--- src/rtl/shake_squeeze_collector_pkg.sv ---
// Shared types and helpers for the SHAKE squeeze collector.
// Holds the FSM state encoding and the lane-index sizing used by the top and the packer.
package shake_squeeze_collector_pkg;

   typedef enum logic [1:0] {
      S_IDLE    = 2'd0,
      S_COLLECT = 2'd1,
      S_FORCE   = 2'd2,
      S_DONE    = 2'd3
   } state_t;

   // A single-lane packer still needs a 1-bit index register.
   function automatic int idx_width(input int ratio);
      return (ratio > 1) ? $clog2(ratio) : 1;
   endfunction

   localparam int WOUT_DEF  = 32;
   localparam int W_BUS_DEF = 128;
   localparam int RATIO     = W_BUS_DEF / WOUT_DEF;
   localparam int IDX_W     = idx_width(RATIO);

endpackage

--- src/rtl/shake_word_packer.sv ---
// Little-endian lane packer: squeeze words fill lanes from the LSB upward.
// Lanes are zeroed on clear, so a short final beat carries zeros in its unused lanes.
module shake_word_packer
   import shake_squeeze_collector_pkg::*;
#(
   parameter int WOUT  = 32,
   parameter int W_BUS = 128
) (
   input  logic             clk,
   input  logic             rst,
   input  logic             clear,
   input  logic             wr,
   input  logic             last,
   input  logic [WOUT-1:0]  data,
   output logic [W_BUS-1:0] lanes,
   output logic             full
);

   localparam int R  = W_BUS / WOUT;
   localparam int IW = idx_width(R);

   logic [R-1:0][WOUT-1:0] lane_q;
   logic [IW-1:0]          idx;
   logic                   at_end;

   assign at_end = (idx == IW'(R - 1)) || last;
   assign full   = wr && at_end;
   assign lanes  = lane_q;

   always_ff @(posedge clk or negedge rst) begin
      if (!rst) begin
         lane_q <= '0;
         idx    <= '0;
      end else if (clear) begin
         lane_q <= '0;
         idx    <= '0;
      end else if (wr) begin
         lane_q[idx] <= data;
         idx         <= at_end ? '0 : idx + IW'(1);
      end
   end

endmodule

--- src/rtl/shake_squeeze_collector.sv ---
// Pulls a requested number of squeeze words from the Keccak core, emits packed beats,
// then stops the core through the force_done / force_done_ack handshake.
module shake_squeeze_collector
   import shake_squeeze_collector_pkg::*;
#(
   parameter int WOUT  = 32,
   parameter int W_BUS = 128,
   parameter int LEN_W = 16
) (
   input  logic             clk,
   input  logic             rst,
   input  logic             start,
   input  logic [LEN_W-1:0] out_len,
   input  logic [WOUT-1:0]  s_data,
   input  logic             s_valid,
   output logic             s_ready,
   output logic [W_BUS-1:0] m_data,
   output logic             m_valid,
   input  logic             m_ready,
   output logic             m_last,
   output logic             force_done,
   input  logic             force_done_ack,
   output logic             busy,
   output logic             done
);

   state_t           state, state_n;
   logic [LEN_W-1:0] remaining, remaining_n;
   logic             m_valid_n, m_last_n, force_done_n, done_n;
   logic             take, pk_clear, pk_full;

   // Backpressure: no new words while a beat is waiting, so lanes never overwrite.
   assign s_ready = (state == S_COLLECT) && !m_valid;
   assign take    = s_valid && s_ready;

   shake_word_packer #(.WOUT(WOUT), .W_BUS(W_BUS)) u_packer (
      .clk   (clk),
      .rst   (rst),
      .clear (pk_clear),
      .wr    (take),
      .last  (remaining == LEN_W'(1)),
      .data  (s_data),
      .lanes (m_data),
      .full  (pk_full)
   );

   always_comb begin
      state_n      = state;
      remaining_n  = remaining;
      m_valid_n    = m_valid;
      m_last_n     = m_last;
      force_done_n = force_done;
      done_n       = 1'b0;
      pk_clear     = 1'b0;
      case (state)
         S_IDLE: begin
            if (start) begin
               remaining_n = out_len;
               pk_clear    = 1'b1;
               if (out_len == '0) begin
                  state_n      = S_FORCE;
                  force_done_n = 1'b1;
               end else begin
                  state_n = S_COLLECT;
               end
            end
         end
         S_COLLECT: begin
            if (take && remaining != '0)
               remaining_n = remaining - LEN_W'(1);
            if (pk_full) begin
               m_valid_n = 1'b1;
               m_last_n  = (remaining == LEN_W'(1));
            end
            if (m_valid && m_ready) begin
               m_valid_n = 1'b0;
               m_last_n  = 1'b0;
               pk_clear  = 1'b1;
               if (m_last) begin
                  state_n      = S_FORCE;
                  force_done_n = 1'b1;
               end
            end
         end
         S_FORCE: begin
            if (force_done_ack) begin
               force_done_n = 1'b0;
               state_n      = S_DONE;
               done_n       = 1'b1;
            end
         end
         S_DONE:  state_n = S_IDLE;
         default: state_n = S_IDLE;
      endcase
   end

   always_ff @(posedge clk or negedge rst) begin
      if (!rst) begin
         state      <= S_IDLE;
         remaining  <= '0;
         m_valid    <= 1'b0;
         m_last     <= 1'b0;
         force_done <= 1'b0;
         done       <= 1'b0;
         busy       <= 1'b0;
      end else begin
         state      <= state_n;
         remaining  <= remaining_n;
         m_valid    <= m_valid_n;
         m_last     <= m_last_n;
         force_done <= force_done_n;
         done       <= done_n;
         busy       <= (state_n != S_IDLE);
      end
   end

endmodule
--- config.mk ---
export PLATFORM = sky130hd
export DESIGN_NAME = shake_squeeze_collector
export DESIGN_NICKNAME = d
export VERILOG_FILES = /design/src/rtl/shake_squeeze_collector_pkg.sv /design/src/rtl/shake_word_packer.sv /design/src/rtl/shake_squeeze_collector.sv
export SDC_FILE = /design/constraint.sdc
export NUM_CORES = 1
export LEC_CHECK = 0
export CAP_MARGIN = 20
export CORE_MARGIN = 2
export CORE_UTILIZATION = 45
export DETAILED_ROUTE_END_ITERATION = 6
export PLACE_DENSITY = 0.79
export SYNTH_ARGS = -nofsm -noshare
export SYNTH_HDL_FRONTEND = slang
export SYNTH_HIERARCHICAL = 1
export SYNTH_SLANG_ARGS = --single-unit
--- constraint.sdc ---
create_clock -name clk -period 1.8 [get_ports clk]
set_input_delay 0.36 -clock clk [delete_from_list [all_inputs] [get_ports clk]]
set_output_delay 0.36 -clock clk [all_outputs]
set_load 0.01 [all_outputs]
==> flow_summary.html, run 1 <==
<table>
<tr><th>Metric</th><th>Value</th></tr>
<tr><th colspan="2">GRT</th></tr>
<tr><td>Pin count of the biggest net entering global routing</td><td>48</td></tr>
<tr><td>Vias in the first global route</td><td>6907</td></tr>
<tr><td>GR Overflow Total</td><td>0</td></tr>
<tr><td>All-layer global routing usage</td><td>0.251</td></tr>
<tr><td>First-pass GRT wire length</td><td>36600 um</td></tr>
<tr><td>Antenna violations before repair</td><td>0</td></tr>
<tr><th colspan="2">Route</th></tr>
<tr><td>Initial DRC count</td><td>500</td></tr>
<tr><td>Vias after detailed routing</td><td>7166</td></tr>
<tr><td>Vias per std cell</td><td>5.84</td></tr>
<tr><td>Antenna-violating nets left</td><td>0</td></tr>
<tr><td>Drt first pass iters</td><td>5</td></tr>
<tr><td>Residual DRC count</td><td>0</td></tr>
<tr><td>Average detailed-routed wire length per instance</td><td>approximately 19 um</td></tr>
<tr><td>Post-Route WL</td><td>22700 um</td></tr>
<tr><th colspan="2">Floorplan</th></tr>
<tr><td>Die outline height</td><td>about 140 um</td></tr>
<tr><td>Area of the die</td><td>around 18000 um2</td></tr>
<tr><td>Number of primary I/O pins</td><td>188</td></tr>
<tr><td>Area of the core</td><td>17100 um2</td></tr>
<tr><td>Initial core utilization</td><td>0.456</td></tr>
<tr><td>Placement Rows</td><td>48</td></tr>
<tr><td>Die boundary width</td><td>136 um</td></tr>
<tr><th colspan="2">Power</th></tr>
<tr><td>Peak ir drop on the vdd network</td><td>0.000796 V</td></tr>
<tr><td>Pwr/cell area</td><td>approximately 1700 nW/um2</td></tr>
<tr><td>Power, Total</td><td>19.0 mW</td></tr>
<tr><td>Static leakage power</td><td>~5 nW</td></tr>
<tr><th colspan="2">Clock tree</th></tr>
<tr><td>CTS tree</td><td>yes</td></tr>
<tr><td>CTS root buffer</td><td>sky130_fd_sc_hd__clkbuf_16</td></tr>
<tr><td>CTS Buf Count</td><td>17</td></tr>
<tr><td>Clock insertion delay at the later pin of the skew report</td><td>430 ps</td></tr>
<tr><td>Clock Sinks</td><td>153</td></tr>
<tr><td>H-tree depth reported by CTS</td><td>4</td></tr>
<tr><td>Clk pin slew, worst setup/hold paths</td><td>60 ps</td></tr>
<tr><td>Maximum clock path buffer count</td><td>2</td></tr>
<tr><th colspan="2">Synth</th></tr>
<tr><td>Portion of synthesized cell area occupied by the leading cell type</td><td>0.490</td></tr>
<tr><td>Cell types occupying the most area after synthesis</td><td>sky130_fd_sc_hd__dfrtp_1 (49%), sky130_fd_sc_hd__a21oi_1 (10%), sky130_fd_sc_hd__a21bo_1 (9.1%)</td></tr>
<tr><td>Synth warnings</td><td>6</td></tr>
<tr><td>Share of flip-flops with an asynchronous set or reset after synthesis</td><td>1.00</td></tr>
<tr><td>Post-synth net total</td><td>approximately 840</td></tr>
<tr><td>Cells after Synth</td><td>slightly below 800</td></tr>
<tr><td>Most frequent cell after synthesis</td><td>sky130_fd_sc_hd__a21oi_1</td></tr>
<tr><td>Yosys reg bits</td><td>153</td></tr>
<tr><td>Number of different library cells in the post-synthesis netlist</td><td>50</td></tr>
<tr><td>Dominant synthesized flop cell</td><td>sky130_fd_sc_hd__dfrtp_1</td></tr>
<tr><td>Part of the Yosys area used for sequential elements</td><td>0.490</td></tr>
<tr><td>Syn Std Cell Area</td><td>7810 um2</td></tr>
<tr><td>Library cell occupying the most area in the post-synthesis netlist</td><td>sky130_fd_sc_hd__dfrtp_1</td></tr>
<tr><td>Top cell types by occurrence after synthesis</td><td>sky130_fd_sc_hd__a21oi_1 (156), sky130_fd_sc_hd__dfrtp_1 (153), sky130_fd_sc_hd__nand3_1 (101)</td></tr>
<tr><td>Mean Syn Cell Area</td><td>10.1 um2</td></tr>
<tr><td>EDFF count, synth</td><td>0</td></tr>
<tr><th colspan="2">Cells and area</th></tr>
<tr><td>Share of layout cells above drive strength 1</td><td>0.228</td></tr>
<tr><td>Number of antenna diodes</td><td>0</td></tr>
<tr><td>Total number of nets in the final design</td><td>1052</td></tr>
<tr><td>Final design utilization</td><td>0.665</td></tr>
<tr><td>Layout Cells excl Fill</td><td>around 1200</td></tr>
<tr><td>Area growth, synth to finish</td><td>45.8%</td></tr>
<tr><th colspan="2">Status</th></tr>
<tr><td>Failing checks</td><td>negative setup slack</td></tr>
<tr><td>Status</td><td>complete, but fails checks</td></tr>
<tr><th colspan="2">Setup path</th></tr>
<tr><td>Category of the worst setup path launch point</td><td>register</td></tr>
<tr><td>Endpoint required time on the critical path</td><td>2120 ps</td></tr>
<tr><td>Largest driver fanout on the critical path</td><td>4</td></tr>
<tr><td>Critical Path End Type</td><td>register</td></tr>
<tr><td>Endpoint of the most critical register-to-register path</td><td>m_last$_DFFE_PN0P_</td></tr>
<tr><td>Flop2flop setup slack</td><td>-130 ps</td></tr>
<tr><td>Data arrival at the endpoint of the critical path</td><td>2250 ps</td></tr>
<tr><td>Path type of the worst setup path</td><td>register to register</td></tr>
<tr><td>R2R cell count</td><td>10</td></tr>
<tr><td>RR Startpoint</td><td>remaining[1]$_DFFE_PN0P_</td></tr>
<tr><th colspan="2">Timing</th></tr>
<tr><td>Final critical-path required period</td><td>roughly 1900 ps</td></tr>
<tr><td>Setup repair after global routing missed its margin</td><td>yes</td></tr>
<tr><td>Max-slew violation count</td><td>0</td></tr>
<tr><td>Final setup vio count</td><td>20</td></tr>
<tr><td>Fin. Hold Viols</td><td>0</td></tr>
<tr><td>Largest clock skew in the final design</td><td>roughly 12 ps</td></tr>
<tr><td>Period Utilization, post-route</td><td>1.07</td></tr>
<tr><td>Post-route worst setup slack</td><td>-132 ps</td></tr>
<tr><td>Max-slew headroom</td><td>0.676</td></tr>
<tr><td>Slew @ Worst Pin</td><td>487 ps</td></tr>
<tr><td>Peak clock frequency supported by timing</td><td>roughly 520 MHz</td></tr>
<tr><th colspan="2">Hold path</th></tr>
<tr><td>Kind of path behind the tightest hold check</td><td>primary input to async pin</td></tr>
<tr><th colspan="2">Placement</th></tr>
<tr><td>Pre-CTS setup slack</td><td>-140 ps</td></tr>
<tr><td>Cells after DPL</td><td>between 1000 and 1500</td></tr>
<tr><td>Weighted congestion reported at the end of routability-driven placement</td><td>0.900</td></tr>
<tr><td>Half-perimeter wire length after placement</td><td>approximately 15000 um</td></tr>
<tr><td>I/O Buffers</td><td>187</td></tr>
<tr><th colspan="2">Run</th></tr>
<tr><td>Max_cap viols</td><td>0</td></tr>
</table>
how the worst max path moves through the flow:
stage,startpoint,to,slack [ps],cells after the start
finish,remaining[1]$_DFFE_PN0P_,m_last$_DFFE_PN0P_,-130,10
global route,remaining[1]$_DFFE_PN0P_,remaining[14]$_DFFE_PN0P_,-190,8
CTS,remaining[6]$_DFFE_PN0P_,remaining[15]$_DFFE_PN0P_,-60,6
detailed placement,remaining[12]$_DFFE_PN0P_,m_last$_DFFE_PN0P_,-140,7
global placement,remaining[1]$_DFFE_PN0P_,remaining[2]$_DFFE_PN0P_,-40,7
floorplan,state[1]$_DFF_PN0_,m_last$_DFFE_PN0P_,-90,11
power by group:
part | total, mW | internal, mW | leakage [nW] | switching [mW]
clock network | 4.11 | 2.67 | 0.326 | 1.44
logic | 9.29 | 5.01 | 2.53 | 4.28
registers | 5.65 | 4.77 | 2.01 | 0.881
total | 19.0 | 12.5 | 4.87 | 6.60
sequential cells by signal (all words and copies together), names as in the netlist:
register / flops
busy: 1
done: 1
force_done: 1
m_last: 1
m_valid: 1
remaining: 16
state: 2
u_packer/idx: 2
u_packer/lanes: 128
cell usage in the layout, fill, tap and decap left out, types with 4 or more instances in the layout:
master	netlist	routed
sky130_fd_sc_hd__buf_4	7	69
sky130_fd_sc_hd__bufinv_16	0	6
sky130_fd_sc_hd__buf_12	0	22
sky130_fd_sc_hd__nand2_1	18	17
sky130_fd_sc_hd__dfrtp_1	153	151
sky130_fd_sc_hd__nand2b_1	4	4
sky130_fd_sc_hd__o22ai_1	9	8
sky130_fd_sc_hd__nand4_1	33	33
sky130_fd_sc_hd__a21bo_1	71	71
sky130_fd_sc_hd__inv_1	7	4
sky130_fd_sc_hd__o21ai_1	1	4
sky130_fd_sc_hd__nand3_1	101	101
sky130_fd_sc_hd__a21oi_2	4	11
sky130_fd_sc_hd__clkdlybuf4s50_1	0	183
sky130_fd_sc_hd__nor4_1	6	5
sky130_fd_sc_hd__ha_2	0	4
sky130_fd_sc_hd__buf_6	8	4
sky130_fd_sc_hd__a21bo_2	57	57
sky130_fd_sc_hd__nor2_1	9	9
sky130_fd_sc_hd__o21ai_0	15	9
sky130_fd_sc_hd__clkbuf_16	0	17
sky130_fd_sc_hd__a21oi_1	156	149
logic make-up after synthesis:
group | count (synthesis) | share of synthesized area
DFF | 153 | 0.490
buffers and inverters | 91 | 0.0601
and+or+nand+nor | 195 | 0.137
adders and majority gates | 7 | 0.0112
AOI/OAI and AO/OA | 328 | 0.302
critical path, stage by stage, from the launching register on:
cell and delay [ps]:
sky130_fd_sc_hd__dfrtp_1 390, sky130_fd_sc_hd__inv_2 90, sky130_fd_sc_hd__buf_4 110, sky130_fd_sc_hd__buf_6 90, sky130_fd_sc_hd__ha_4 110, sky130_fd_sc_hd__nor4b_4 200
sky130_fd_sc_hd__and3_4 250, sky130_fd_sc_hd__o21a_1 150, sky130_fd_sc_hd__a21oi_1 50, sky130_fd_sc_hd__o21a_1 170, sky130_fd_sc_hd__a41o_1 200
repair_timing:
action / 4_1_cts / 5_1_grt
setup buffers: 6 / 4
endpoints found under the setup margin: 21 / 21
resized for setup: 19 / 16
pin swaps: 11 / 7
endpoints found under the hold margin: 41 / 0
gates cloned: 0 / 0
hold buffers: 1 / 0
layer usage:
metal	vias up	part of all wire	wire length, um	track usage
met5	-	0	0	0
met2	331	0.49	11100	0.410
met1	3517	0.42	9540	0.337
met4	0	0.018	414	0.0822
met3	43	0.075	1700	0.0486
li1	3275	-	-	-
through the flow:
stage / area, um2 / setup TNS, ps / hold slack [ps]
detailed placement: 10500 / -1140 / 334
finish: 11400 / -1690 / 431
global placement: 10500 / -436 / 331
global route: 11400 / -2930 / 474
floorplan: 7890 / -750 / 64.4
CTS: 11300 / -549 / 449
cell type report:
cell class / instances / area (um2)
flip-flops and latches: 153 / 3830
multi-input cells: 530 / 3690
well taps: 225 / 282
fillers: 1324 / 5730
repair buffers: 282 / 2880
clock buffers: 20 / 457
clock inverters: 11 / 219
inverters: 7 / 31.3
No activity file was read; power rests on OpenSTA's default activity.
==> run 2, diff against run 1 <==
--- a/config.mk
+++ b/config.mk
@@ -8,6 +8,7 @@
 export CAP_MARGIN = 20
 export CORE_MARGIN = 2
 export CORE_UTILIZATION = 45
+export CTS_CLUSTER_SIZE = 20
 export DETAILED_ROUTE_END_ITERATION = 6
 export PLACE_DENSITY = 0.79
 export SYNTH_ARGS = -nofsm -noshare
==> results of run 2 <==
Same layout as run 1: the final DEF is identical, and so are final timing and power.
